### src/rtl/inst_encoder_loader.sv
// Packs decoded RV32I instruction fields into an instruction word and streams
// the words into instruction memory at an auto-incrementing byte address.

package inst_encoder_loader_pkg;
    typedef enum logic [2:0] {
        R_TYPE,
        I_TYPE,
        S_TYPE,
        B_TYPE,
        U_TYPE,
        J_TYPE,
        INVALID_TYPE
    } inst_format_e;
endpackage

module inst_encoder_loader
    import inst_encoder_loader_pkg::*;
#(
    parameter int unsigned ADDR_W = 32,
    parameter int unsigned CNT_W  = 16
) (
    input  logic              clk_i,
    input  logic              rst_i,
    input  logic              start_i,
    input  logic [ADDR_W-1:0] base_addr_i,
    input  logic              valid_i,
    output logic              ready_o,
    input  inst_format_e      format_i,
    input  logic [6:0]        opcode_i,
    input  logic [2:0]        funct3_i,
    input  logic [6:0]        funct7_i,
    input  logic [4:0]        rs1_i,
    input  logic [4:0]        rs2_i,
    input  logic [4:0]        rd_i,
    input  logic [31:0]       imm_i,
    output logic              mem_we_o,
    output logic [ADDR_W-1:0] mem_addr_o,
    output logic [31:0]       mem_wdata_o,
    input  logic              mem_ready_i,
    output logic [CNT_W-1:0]  count_o,
    output logic              err_o,
    output logic [1:0]        err_code_o
);

    localparam logic [1:0] ERR_NONE      = 2'd0;
    localparam logic [1:0] ERR_FORMAT    = 2'd1;
    localparam logic [1:0] ERR_RANGE     = 2'd2;
    localparam logic [1:0] ERR_MISALIGN  = 2'd3;

    typedef enum logic {
        IDLE,
        WRITE
    } state_e;

    state_e            state;
    logic [ADDR_W-1:0] ptr;
    logic [31:0]       word_c;
    logic [1:0]        code_c;
    logic              fits_11_c;
    logic              fits_12_c;
    logic              fits_20_c;
    logic              accept_c;

    // Immediate sign-extension checks: upper bits must all equal the encoded sign bit
    assign fits_11_c = (&imm_i[31:11]) | ~(|imm_i[31:11]);
    assign fits_12_c = (&imm_i[31:12]) | ~(|imm_i[31:12]);
    assign fits_20_c = (&imm_i[31:20]) | ~(|imm_i[31:20]);

    // Bundles are only taken while idle and not being restarted or reset
    assign ready_o  = (state == IDLE) && !start_i && !rst_i;
    assign accept_c = valid_i && ready_o;

    // Pack the fields for the selected format and classify encode errors
    always_comb begin
        word_c = 32'd0;
        code_c = ERR_NONE;
        unique case (format_i)
            R_TYPE: word_c = {funct7_i, rs2_i, rs1_i, funct3_i, rd_i, opcode_i};
            I_TYPE: begin
                word_c = {imm_i[11:0], rs1_i, funct3_i, rd_i, opcode_i};
                if (!fits_11_c) code_c = ERR_RANGE;
            end
            S_TYPE: begin
                word_c = {imm_i[11:5], rs2_i, rs1_i, funct3_i, imm_i[4:0], opcode_i};
                if (!fits_11_c) code_c = ERR_RANGE;
            end
            B_TYPE: begin
                word_c = {imm_i[12], imm_i[10:5], rs2_i, rs1_i, funct3_i,
                          imm_i[4:1], imm_i[11], opcode_i};
                if (imm_i[0])        code_c = ERR_MISALIGN;
                else if (!fits_12_c) code_c = ERR_RANGE;
            end
            U_TYPE: begin
                word_c = {imm_i[31:12], rd_i, opcode_i};
                if (|imm_i[11:0]) code_c = ERR_MISALIGN;
            end
            J_TYPE: begin
                word_c = {imm_i[20], imm_i[10:1], imm_i[11], imm_i[19:12], rd_i, opcode_i};
                if (imm_i[0])        code_c = ERR_MISALIGN;
                else if (!fits_20_c) code_c = ERR_RANGE;
            end
            default: code_c = ERR_FORMAT;
        endcase
    end

    // Loader FSM: accept a bundle, hold the write until memory takes it, then advance
    always_ff @(posedge clk_i) begin
        if (rst_i) begin
            state       <= IDLE;
            ptr         <= '0;
            count_o     <= '0;
            mem_we_o    <= 1'b0;
            mem_addr_o  <= '0;
            mem_wdata_o <= '0;
            err_o       <= 1'b0;
            err_code_o  <= ERR_NONE;
        end else if (start_i) begin
            state      <= IDLE;
            ptr        <= {base_addr_i[ADDR_W-1:2], 2'b00};
            count_o    <= '0;
            mem_we_o   <= 1'b0;
            err_o      <= 1'b0;
            err_code_o <= ERR_NONE;
        end else begin
            unique case (state)
                IDLE: begin
                    if (accept_c) begin
                        if (code_c == ERR_NONE) begin
                            state       <= WRITE;
                            mem_we_o    <= 1'b1;
                            mem_addr_o  <= ptr;
                            mem_wdata_o <= word_c;
                        end else if (!err_o) begin
                            err_o      <= 1'b1;
                            err_code_o <= code_c;
                        end
                    end
                end
                WRITE: begin
                    if (mem_ready_i) begin
                        state    <= IDLE;
                        mem_we_o <= 1'b0;
                        ptr      <= ptr + ADDR_W'(4);
                        count_o  <= count_o + CNT_W'(1);
                    end
                end
                default: state <= IDLE;
            endcase
        end
    end

endmodule

### config.mk
export PLATFORM = sky130hd
export DESIGN_NAME = inst_encoder_loader
export DESIGN_NICKNAME = d
export VERILOG_FILES = /design/src/rtl/inst_encoder_loader.sv
export SDC_FILE = /design/constraint.sdc
export NUM_CORES = 1
export LEC_CHECK = 0
export CAP_MARGIN = 10
export CORE_UTILIZATION = 49
export CTS_CLUSTER_SIZE = 25
export DETAILED_ROUTE_END_ITERATION = 10
export PLACE_DENSITY = 0.85
export SKIP_CTS_REPAIR_TIMING = 1
export SLEW_MARGIN = 20
export SYNTH_ARGS = -nofsm -noshare
export SYNTH_HDL_FRONTEND = slang
export SYNTH_SLANG_ARGS = --single-unit
### constraint.sdc
create_clock -name clk_i -period 3.4 [get_ports clk_i]
set_input_delay 0.68 -clock clk_i [delete_from_list [all_inputs] [get_ports clk_i]]
set_output_delay 0.68 -clock clk_i [all_outputs]
set_load 0.01 [all_outputs]
# Word-level counts from Yosys, hierarchy flattened
# Cells that the tools add are included.
# Widths: inputs -> output; s select.
# totals
inputBits,104
out_inout_bits,85
wordCells,72
reg_bits,117
# op_classes
bitwise,10
reduce_logical,24
n_mux,19
eq_ne,8
n_addsub,2
# op_table
operator,n
$pmux 32 s6,1
$mux 32,3
$add 32x3->32 const B,1
$reduce_or 12->1,2
$reduce_and 21->1,1
$reduce_or 21->1,1
$reduce_and 20->1,1
$reduce_or 20->1,1
$add 16x1->16 const B,1
$mux 2,6
$reduce_and 12->1,1
$pmux 2 s5,1
$reduce_and 4->1,2
$not 1->1,7
$eq 3x2->1 const B,2
$eq 3x3->1 const B,2
$mux 1,6
$reduce_and 3->1,2
$ne 2x2->1 const B,2
$pmux 1 s2,2
$reduce_and 2->1,2
$reduce_bool 2->1,2
$reduce_or 2->1,2
$eq 3x1->1 const B,1
6 further kinds,11

# Depth between registers and ports, before layout
# Gate-level depths: netlist of the first run.
# logic_depth
ltp_word,10
depth_mapped,9
depth_no_buf,7

# Worst setup path after synthesis of the first run
# No wires, ideal clock.
# synth_timing
path_kind,in2reg
startpoint,in imm_i[8]
endpoint,reg mem_addr_o[23]
n_path_buf,2
setup_slack_ps,1181
cell_stages,8
t_required_ps,3268
setup_time_ps,132
arrival_ps,2086
cell_sequence,nor4_1 -> and3_1 -> o21ai_2 -> or3_1 -> clkbuf_2 -> clkbuf_1 -> o21ai_0 -> a21oi_1
# synth_via
elab_chain_len,5
# synth_rtl
element,line_no,text
"start, declared",35,"input logic [31:0] imm_i,"
$reduce_or 12->1,95,if (|imm_i[11:0]) code_c = ERR_MISALIGN;
$mux 2,95,
$pmux 2 s5,77,unique case (format_i)
$logic_not 2->1,128,if (code_c == ERR_NONE) begin
$reduce_and 4->1 (no source line),--,
"end signal, assigned",131,mem_addr_o <= ptr;
"end, declared",37,"output logic [ADDR_W-1:0] mem_addr_o,"
# Every way passes these cells.
# A chain may end at the register's enable or synchronous reset.

# Worst setup path in the final report of the first run
# layout_timing
startpoint,in start_i
endpoint,out ready_o
# layout_via
elab_chain_len,3
# layout_rtl
element,line_no,text
"start, declared",24,"input logic start_i,"
$logic_not 1->1,70,assign ready_o = (state == IDLE) && !start_i && !rst_i;
$logic_and 1x1->1 (2 in a row),70,
"end, declared",27,"output logic ready_o,"
# Every way passes these cells.

==> impl_metrics.py, run 1 <==
metrics = {
    "floorplan": {
        "placementRows": 38,
        "chipHeight_um": 108.3,
        "core_area_um2": 10940,
        "ios": 189,
        "start_util_pct": 50.62,
        "die_w_um": 108.3,
        "die_area_um2": 11730,
    },
    "layout": {
        "nNetsFinal": 958,
        "synthToLayoutAreaGrowth_pct": 48.78,
        "layout_commonest_cell": "clkdlybuf4s50_1",
        "layout_common_cells": "clkdlybuf4s50_1, dfxtp_1, a21oi_1",
        "final_cells": 1005,
        "drive_above_1_share_pct": 8.671,
        "multi_input_area_um2": 3008,
        "regArea_um2": 2262,
        "antenna_cells": 0,
        "num-fill-cells": 815,
    },
    "yosys": {
        "syn_inst": 684,
        "yosysSeqAreaShare_pct": 40.87,
        "synthTopCellsByArea": "dfxtp_1, a21oi_1, o21ai_0",
        "synth-edff-count": 0,
        "synth_area_um2": 5535,
        "syn_avg_cell_area_um2": 8.093,
        "yosys_warnings": 0,
        "yosysTopAreaCell": "dfxtp_1",
        "synth_cell_type_count": 51,
        "synth-main-ff-cell": "dfxtp_1",
        "synth_top_area_share_pct": 40.87,
        "synthArstFlopShare_pct": 0,
        "ys_ff_latch": 113,
    },
    "sta": {
        "worstMarginPinSlew_ps": 1041,
        "tns_ps": 0,
        "rsz0062_at_grt": "no",
        "min_period_ps": 3065,
        "finalSetupViolations": 0,
        "hold_slack_ps": 466.9,
        "slew_headroom_pct": 30.62,
        "maxSlewViolCount": 0,
        "min_period_over_period_pct": 90.15,
        "hold_viol_final": 0,
        "fin_ws_ps": 334.8,
        "fmax_mhz": 326.2,
        "clock_skew_ps": 11.99,
    },
    "global_route": {
        "grtUsageTotal_pct": 31.34,
        "antenna_found_initial": 0,
        "overflow": 0,
        "grt_pass1_vias": 5781,
        "grt_max_degree": 93,
        "grt_pass1_wl_um": 28100,
    },
    "drt": {
        "wl_per_cell_um": 18.38,
        "postRouteAntennaNets": 0,
        "routed_via_density": 5.974,
        "vias": 6004,
        "dr.pass1.iters": 5,
        "drt_iter0_markers": 436,
        "drc": 0,
        "routed_wl_um": 18470,
    },
    "power_and_ir_drop": {
        "p_per_area_nw_per_um2": 489.7,
        "power_leakage_uw": 0.002841,
        "ir_drop_uv": 465.0,
    },
    "clock_tree": {
        "numCtsBuffers": 17,
        "htree_num_levels": 4,
        "cts-root-buf": "clkbuf_16",
        "path_clk_slew_ps": 50,
        "insertion_delay_ps": 430,
        "clock_path_buffers": 2,
        "cts_tree": "built",
        "clock-sinks": 113,
    },
    "worst_setup_path": {
        "crit_type": "in -> out",
        "path_cells": "clkdlybuf4s50_1, or2_2, nor2_1, clkdlybuf4s50_1",
        "worst-path-buf-inv": 2,
        "path_delay_family": "buffers and inverters",
        "arrival_ps": 2390,
        "crit_top_cell": "clkdlybuf4s50_1",
        "cp.required_ps": 2720,
        "critPathCaptureType": "output port",
        "crit_fanout": 24,
        "critPathLaunchType": "input pin",
        "max_stage_delay_ps": 560,
        "cp_slowest_cell": "clkdlybuf4s50_1",
    },
    "run_status": {
        "status": "finished clean",
    },
    "placed_design": {
        "place.detailed.hpwl_um": 12350,
        "dp_worst_setup_slack_ps": 280.4,
        "place.gp.congestion": 0.9364,
        "dp.cells": 973,
        "io_buffers": 184,
    },
    "flow_run": {
        "cap_violations": 0,
    },
    "worst_hold_path": {
        "hold_class": "reg -> reg",
    },
}
## cell type report
class | instances | area share [%]
timing repair buffer | 204 | 24.89
sequential | 113 | 27.47
clock buffer | 18 | 5.333
multi-input combinational | 511 | 36.52
clock inverter | 14 | 3.434
inverter | 5 | 0.2279
tap | 140 | 2.127
## where the power goes
part	switching, uW	internal [uW]
logic	230	223
clock network	643	1540
registers	36.5	1360
total	910	3120
## worst register-to-register path, stage by stage, from the launching register on
cell and delay (ps):
dfxtp_1 430, ha_1 190, nand3_1 110, nor4_2 730, nand2_1 140, nor3_1 200, xnor2_1 100, a211oi_1 280
## per-layer routing
| metal | global-route usage, % | wire length (um) |
|---|---|---|
| met1 | 37.50 | 7482 |
| met3 | 6.389 | 1122 |
| met2 | 52.46 | 9177 |
| met4 | 17.37 | 686 |
| met5 | 0 | 0 |
## cell families after synthesis
kind of cell | share of synthesized area, %
mux | 1.831
buf+inv | 4.973
xor+xnor | 6.013
simple gates | 21.54
other cells | 0.06775
compound gates | 24.25
fa+ha+maj | 0.4520
flops | 40.87
## cells in the mapped netlist, drive strengths merged (2+ instances only)
cell	instances
inv	5
nand2	57
mux2i	9
nor2	45
o31ai	2
xnor2	14
nor3b	2
o21ai	60
and4	4
clkbuf	39
ha	2
nor4	11
or3	9
a31oi	3
and3	11
a22oi	15
nand4	15
dfxtp	113
nand3	54
a211oi	36
nor3	7
buf	17
o21a	2
xor2	24
nand2b	3
nor2b	13
a21oi	101
## state kept, by name (all words and copies together), names as in the netlist
signal / cells
mem_wdata_o: 32
mem_addr_o: 30
ptr: 30
count_o: 16
err_code_o: 2
err_o: 1
mem_we_o: 1
state: 1
## through the flow
step           cell area, um2  utilization [%]  total power, uW
3_5_place_dp             7513            68.71             1862
2_1_floorplan            5539                -             1633
3_3_place_gp             7513            68.71             1852
6_report                 8235            75.31             4033
4_1_cts                  8235            75.31             4040
5_1_grt                  8235            75.31             4146
## worst paths after layout
kind	start	end	slack, ps	cells after the start
setup / recovery	start_i	ready_o	330	4
hold / removal	mem_we_o	mem_we_o	470	2
setup reg to reg	ptr[2]	ptr[30]	1120	7
hold reg to reg	mem_we_o	mem_we_o	470	2
No activity file was read; power rests on OpenSTA's default activity.
==> run 2: changes to the inputs <==
TNS_END_PERCENT = 50   (was default)
==> results of run 2 <==
Final layout, timing and power as in run 1 (identical DEF).
==> patch 1, RTL diff (settings of run 2) <==
Change the parameter `CNT_W` from 16 to 32.
--- a/src/rtl/inst_encoder_loader.sv
+++ b/src/rtl/inst_encoder_loader.sv
@@ -19,3 +19,3 @@
     parameter int unsigned ADDR_W = 32,
-    parameter int unsigned CNT_W  = 16
+    parameter int unsigned CNT_W  = 32
 ) (
Interface: changed (resized count_o); port bits go from 189 to 205. No check against the original RTL was run, so the function may have changed too.
==> patch 1 against run 2 <==
Setup slack improved by 0.32 ns; sequential cell count increased by 16; cell area increased by 9.1%; utilization decreased by 1.7 points; worst hold slack improved by 0.0040 ns; synthesized area increased by 13%; sequential power increased by 13%; wire length decreased by 1.7%; combinational power about the same; die area increased by 12%; total power decreased by 4.7%.
==> patch 1: results (changes against run 2) <==
[synthesis]
synth_area_per_cell_um2 = 8.10  ; was 8.09 µm²
synth_compound_area_frac = 0.215  ; was 0.243
synth_seq_area_share = 0.414  ; was 0.409
synthTopCellsByArea = dfxtp_1 (41%), a21oi_1 (8.5%), xor2_1 (5.3%)  ; was dfxtp_1 (41%), a21oi_1 (9.1%), o21ai_0 (5.3%)
synth_xor_area_frac = 0.0786  ; was 0.0601
ys_types = 45  ; was 51
muxShareOfSynthArea = 0.0243  ; was 0.0183
synthAdderAreaFrac = 0.00401  ; was 0.00452

[setup_path]
reg2reg_setup_slack_ns = 1.25  ; was 1.12 ns
crit_path_max_fanout = 35  ; was 24
arrival_ns = 3.05  ; was 2.39 ns
r2r-start = state  ; was ptr[2]
r2r_end = count_o[23]  ; was ptr[30]

[cells_and_area]
multi_input_area_share = 0.371  ; was 0.365
top_regs = count_o x32, mem_wdata_o x32  ; was mem_wdata_o x32, mem_addr_o x30, ptr x30
clock_buffers = 27  ; was 18
nNonClkBuffers = 224  ; was 204
nFlopsAndLatches = 129  ; was 113
multi_input_area_mm2 = 0.00333  ; was 0.00301 mm²
layout-drive-gt1-share = 0.0702  ; was 0.0867
clk_share = 0.0652  ; was 0.0877
n_all_inverters = 19  ; was 5
seq-cell-share = 0.287  ; was 0.275
non_clock_buffer_area_share = 0.245  ; was 0.249
nFillCells = 930  ; was 815

[global_routing]
grt_pass1_vias = 6074  ; was 5781
grt_pass1_wl_mm = 29.2  ; was 28.1 mm
grt.total_usage = 0.283  ; was 0.313

[route]
routed_wl_mm = 18.2  ; was 18.5 mm
via_per_inst = 5.59  ; was 5.97
drt-initial-drc-count = 507  ; was 436
firstDrtPassIters = 4  ; was 5
vias = 6358  ; was 6004

[placement]
dp_hpwl_mm = 12.5  ; was 12.4 mm
gp_congestion = 0.940  ; was 0.936
portBuffers = 200  ; was 184
dp_slack_ns = 0.309  ; was 0.280 ns
placed_cell_area_mm2 = 0.00840  ; was 0.00751 mm²
dp_cells = 1106  ; was 973

[clock_network]
clk_latency_ns = 0.41  ; was 0.43 ns

[sta]
slew_headroom = 0.326  ; was 0.306
hold_ws_ns = 0.471  ; was 0.467 ns

[pwr]
clk-power_mw = 1.81  ; was 2.18 mW
internal_power_mw = 2.95  ; was 3.12 mW
powerSeq_mw = 1.58  ; was 1.40 mW
leakage_nw = 3.17  ; was 2.84 nW
ir_worst_vdd_uv = 329  ; was 465 µV

[hold_path]
hold_path_end = err_code_o[0]  ; was mem_we_o
min_from = err_code_o[0]  ; was mem_we_o

[outcome]
status = finished clean  ; unchanged

[floorplan]
die_area_mm2 = 0.0132  ; was 0.0117 mm²

[patch 1: routing by layer]
layer  global-route usage  part of all wire  up-vias
met5                    0                 0        -
met4                0.131             0.031        0
met3               0.0706             0.065       44
met2                0.484              0.49      227
met1                0.335              0.41     2974
li1                     -                 -     3113
[patch 1: how the worst max path moves through the flow]
stage	start	depth (start not counted)	end	slack, ns
2_1_floorplan	start_i	6	ready_o	0.84
3_3_place_gp	imm_i[30]	8	mem_wdata_o[29]	0.37
3_5_place_dp	imm_i[20]	8	mem_wdata_o[13]	0.31
4_1_cts	imm_i[30]	8	mem_wdata_o[12]	0.69
5_1_grt	imm_i[30]	8	mem_wdata_o[1]	0.47
6_report	imm_i[30]	8	mem_wdata_o[12]	0.66
[patch 1: worst max-delay path, cell delays in order]
cell and delay, ns:
clkdlybuf4s50_1 0.45, nor4_1 0.40, nand3_1 0.21, nor4_1 0.38, o211a_2 0.32, buf_12 0.22
a21oi_1 0.10, a211oi_1 0.28
==> patch 2, RTL diff (settings of run 2) <==
Made on the original files. Make the reset (`rst_i`) asynchronous in one clocked block.
--- a/src/rtl/inst_encoder_loader.sv
+++ b/src/rtl/inst_encoder_loader.sv
@@ -106,3 +106,3 @@
     // Loader FSM: accept a bundle, hold the write until memory takes it, then advance
-    always_ff @(posedge clk_i) begin
+    always_ff @(posedge clk_i or posedge rst_i) begin
         if (rst_i) begin
Formal check against the unedited RTL: differs if rst_i is asserted again (counterexample within 4 cycles, from zero or initial values and one cycle with rst_i high); with rst_i held inactive, the same outputs for 4 cycles.
==> patch 2 against run 2 <==
Maximum frequency grew 9.4%; wire length shrank 10%; setup slack gained 0.26 ns; die area grew 7.9%; sequential cell count is the same; via count shrank 15%; synthesized area grew 8.1%; cell area grew 4.9%; register-to-register slack lost 0.26 ns; non-clock buffer count shrank 7; synthesized cell count shrank 18%.
Power is not compared: it rests on default switching activity, and its combinational part moved more than twofold at a synthesized area within 25%.
==> patch 2: results (changes against run 2) <==
[global_routing]
grt_max_degree = 84  ; was 93
grt_pass1_wl_mm = 26.8  ; was 28.1 mm
grt.total_usage = 0.272  ; was 0.313
antenna_found_initial = 1  ; was 0

[synthesis]
synthCells = 562  ; was 684
synthTopCellsByArea = dfrtp_1 (47%), mux2_4 (13%), o21ai_0 (4.9%)  ; was dfxtp_1 (41%), a21oi_1 (9.1%), o21ai_0 (5.3%)
ys_top_cells_by_count = dfrtp_1 (113), nand2_1 (59), o21ai_0 (58)  ; was dfxtp_1 (113), a21oi_1 (101), o21ai_0 (59)
ys_types = 47  ; was 51

[route]
via_per_inst = 5.67  ; was 5.97
wl_met3_um = 971  ; was 1.12 mm
vias = 5122  ; was 6004
met1_length_mm = 7.05  ; was 7.48 mm
wl_per_cell_um = 18.3  ; was 18.4 µm
wl_met2_mm = 8.07  ; was 9.18 mm
drt-initial-drc-count = 439  ; was 436

[placement]
dp_cells = 870  ; was 973
gp_congestion = 0.909  ; was 0.936

[setup_path]
arrival_ns = 3.09  ; was 2.39 ns
cpMaxStageDelayCell = nor4_1  ; was clkdlybuf4s50_1
crit_path_max_fanout = 49  ; was 24

[sta]
finalClockSkew_ns = 0.00693  ; was 0.0120 ns
worstMarginPinSlew_ns = 0.814  ; was 1.04 ns

[cells_and_area]
layout-drive-gt1-share = 0.138  ; was 0.0867

[clock_network]
clk_latency_ns = 0.41  ; was 0.43 ns
h-tree-depth = 4  ; unchanged

[outcome]
status = finished clean  ; unchanged

==> patch 2: cell families (layout without fill, tap and decap cells) <==
family,Yosys count,in the layout,share of synthesized area
compound gates,110,110,0.110
xor+xnor,36,36,0.0527
fa+ha+maj,2,2,0.00418
buf+inv,48,244,0.0389
flops,113,113,0.473
mux,73,73,0.167
other cells,1,3,0.000627
simple gates,179,179,0.154
==> patch 2: final cells by class <==
type / instances / area [µm²]
diodes: 1 / 2.50
clock buffers: 21 / 450
clock inverters: 11 / 233
fillers: 805 / 3020
inverters: 15 / 60.1
multi-input cells: 402 / 2930
flip-flops and latches: 113 / 2830
well taps: 143 / 179
repair buffers: 197 / 1960
==> patch 2: worst register-to-register path, cell delays in order, from the launching register on <==
cell and delay, ns:
dfrtp_1 0.44, and4_1 0.36, nand4_2 0.42, or4_4 0.66, or4_1 0.50, nand3_1 0.10
==> patch 2: path summary, 6_finish.rpt <==
check | start | endpoint | slack (ns) | cells after the start
worst min-delay path | mem_we_o | mem_we_o | 0.49 | 1
worst max-delay path | imm_i[21] | mem_addr_o[2] | 0.60 | 7
worst min register to register | mem_we_o | mem_we_o | 0.49 | 1
min in group asynchronous | rst_i | err_o | 0.73 | 2
max in group asynchronous | rst_i | count_o[1] | 1.98 | 3
worst max register to register | ptr[6] | ptr[27] | 0.86 | 5
==> patch 2: metrics by stage <==
stage               worst slack (ns)  instance area (µm²)
global placement               0.276                 7950
finish                         0.597                 8640
floorplan                      0.860                 5990
detailed placement             0.254                 7950
global route                   0.562                 8640
CTS                            0.688                 8640
==> patch 2: power breakdown <==
group          leakage [nW]  switching [mW]  internal [mW]
Combinational          1.81           0.436          0.796
Clock                 0.331           0.605           1.46
Sequential             1.44           0.185           1.60
Total                  3.58            1.23           3.86
==> patch 2: per-layer routing <==
| metal | vias to the layer above | track usage |
|---|---|---|
| met1 | 2492 | 0.341 |
| met4 | 0 | 0.127 |
| li1 | 2386 | - |
| met2 | 208 | 0.444 |
| met3 | 36 | 0.0675 |
| met5 | - | 0 |
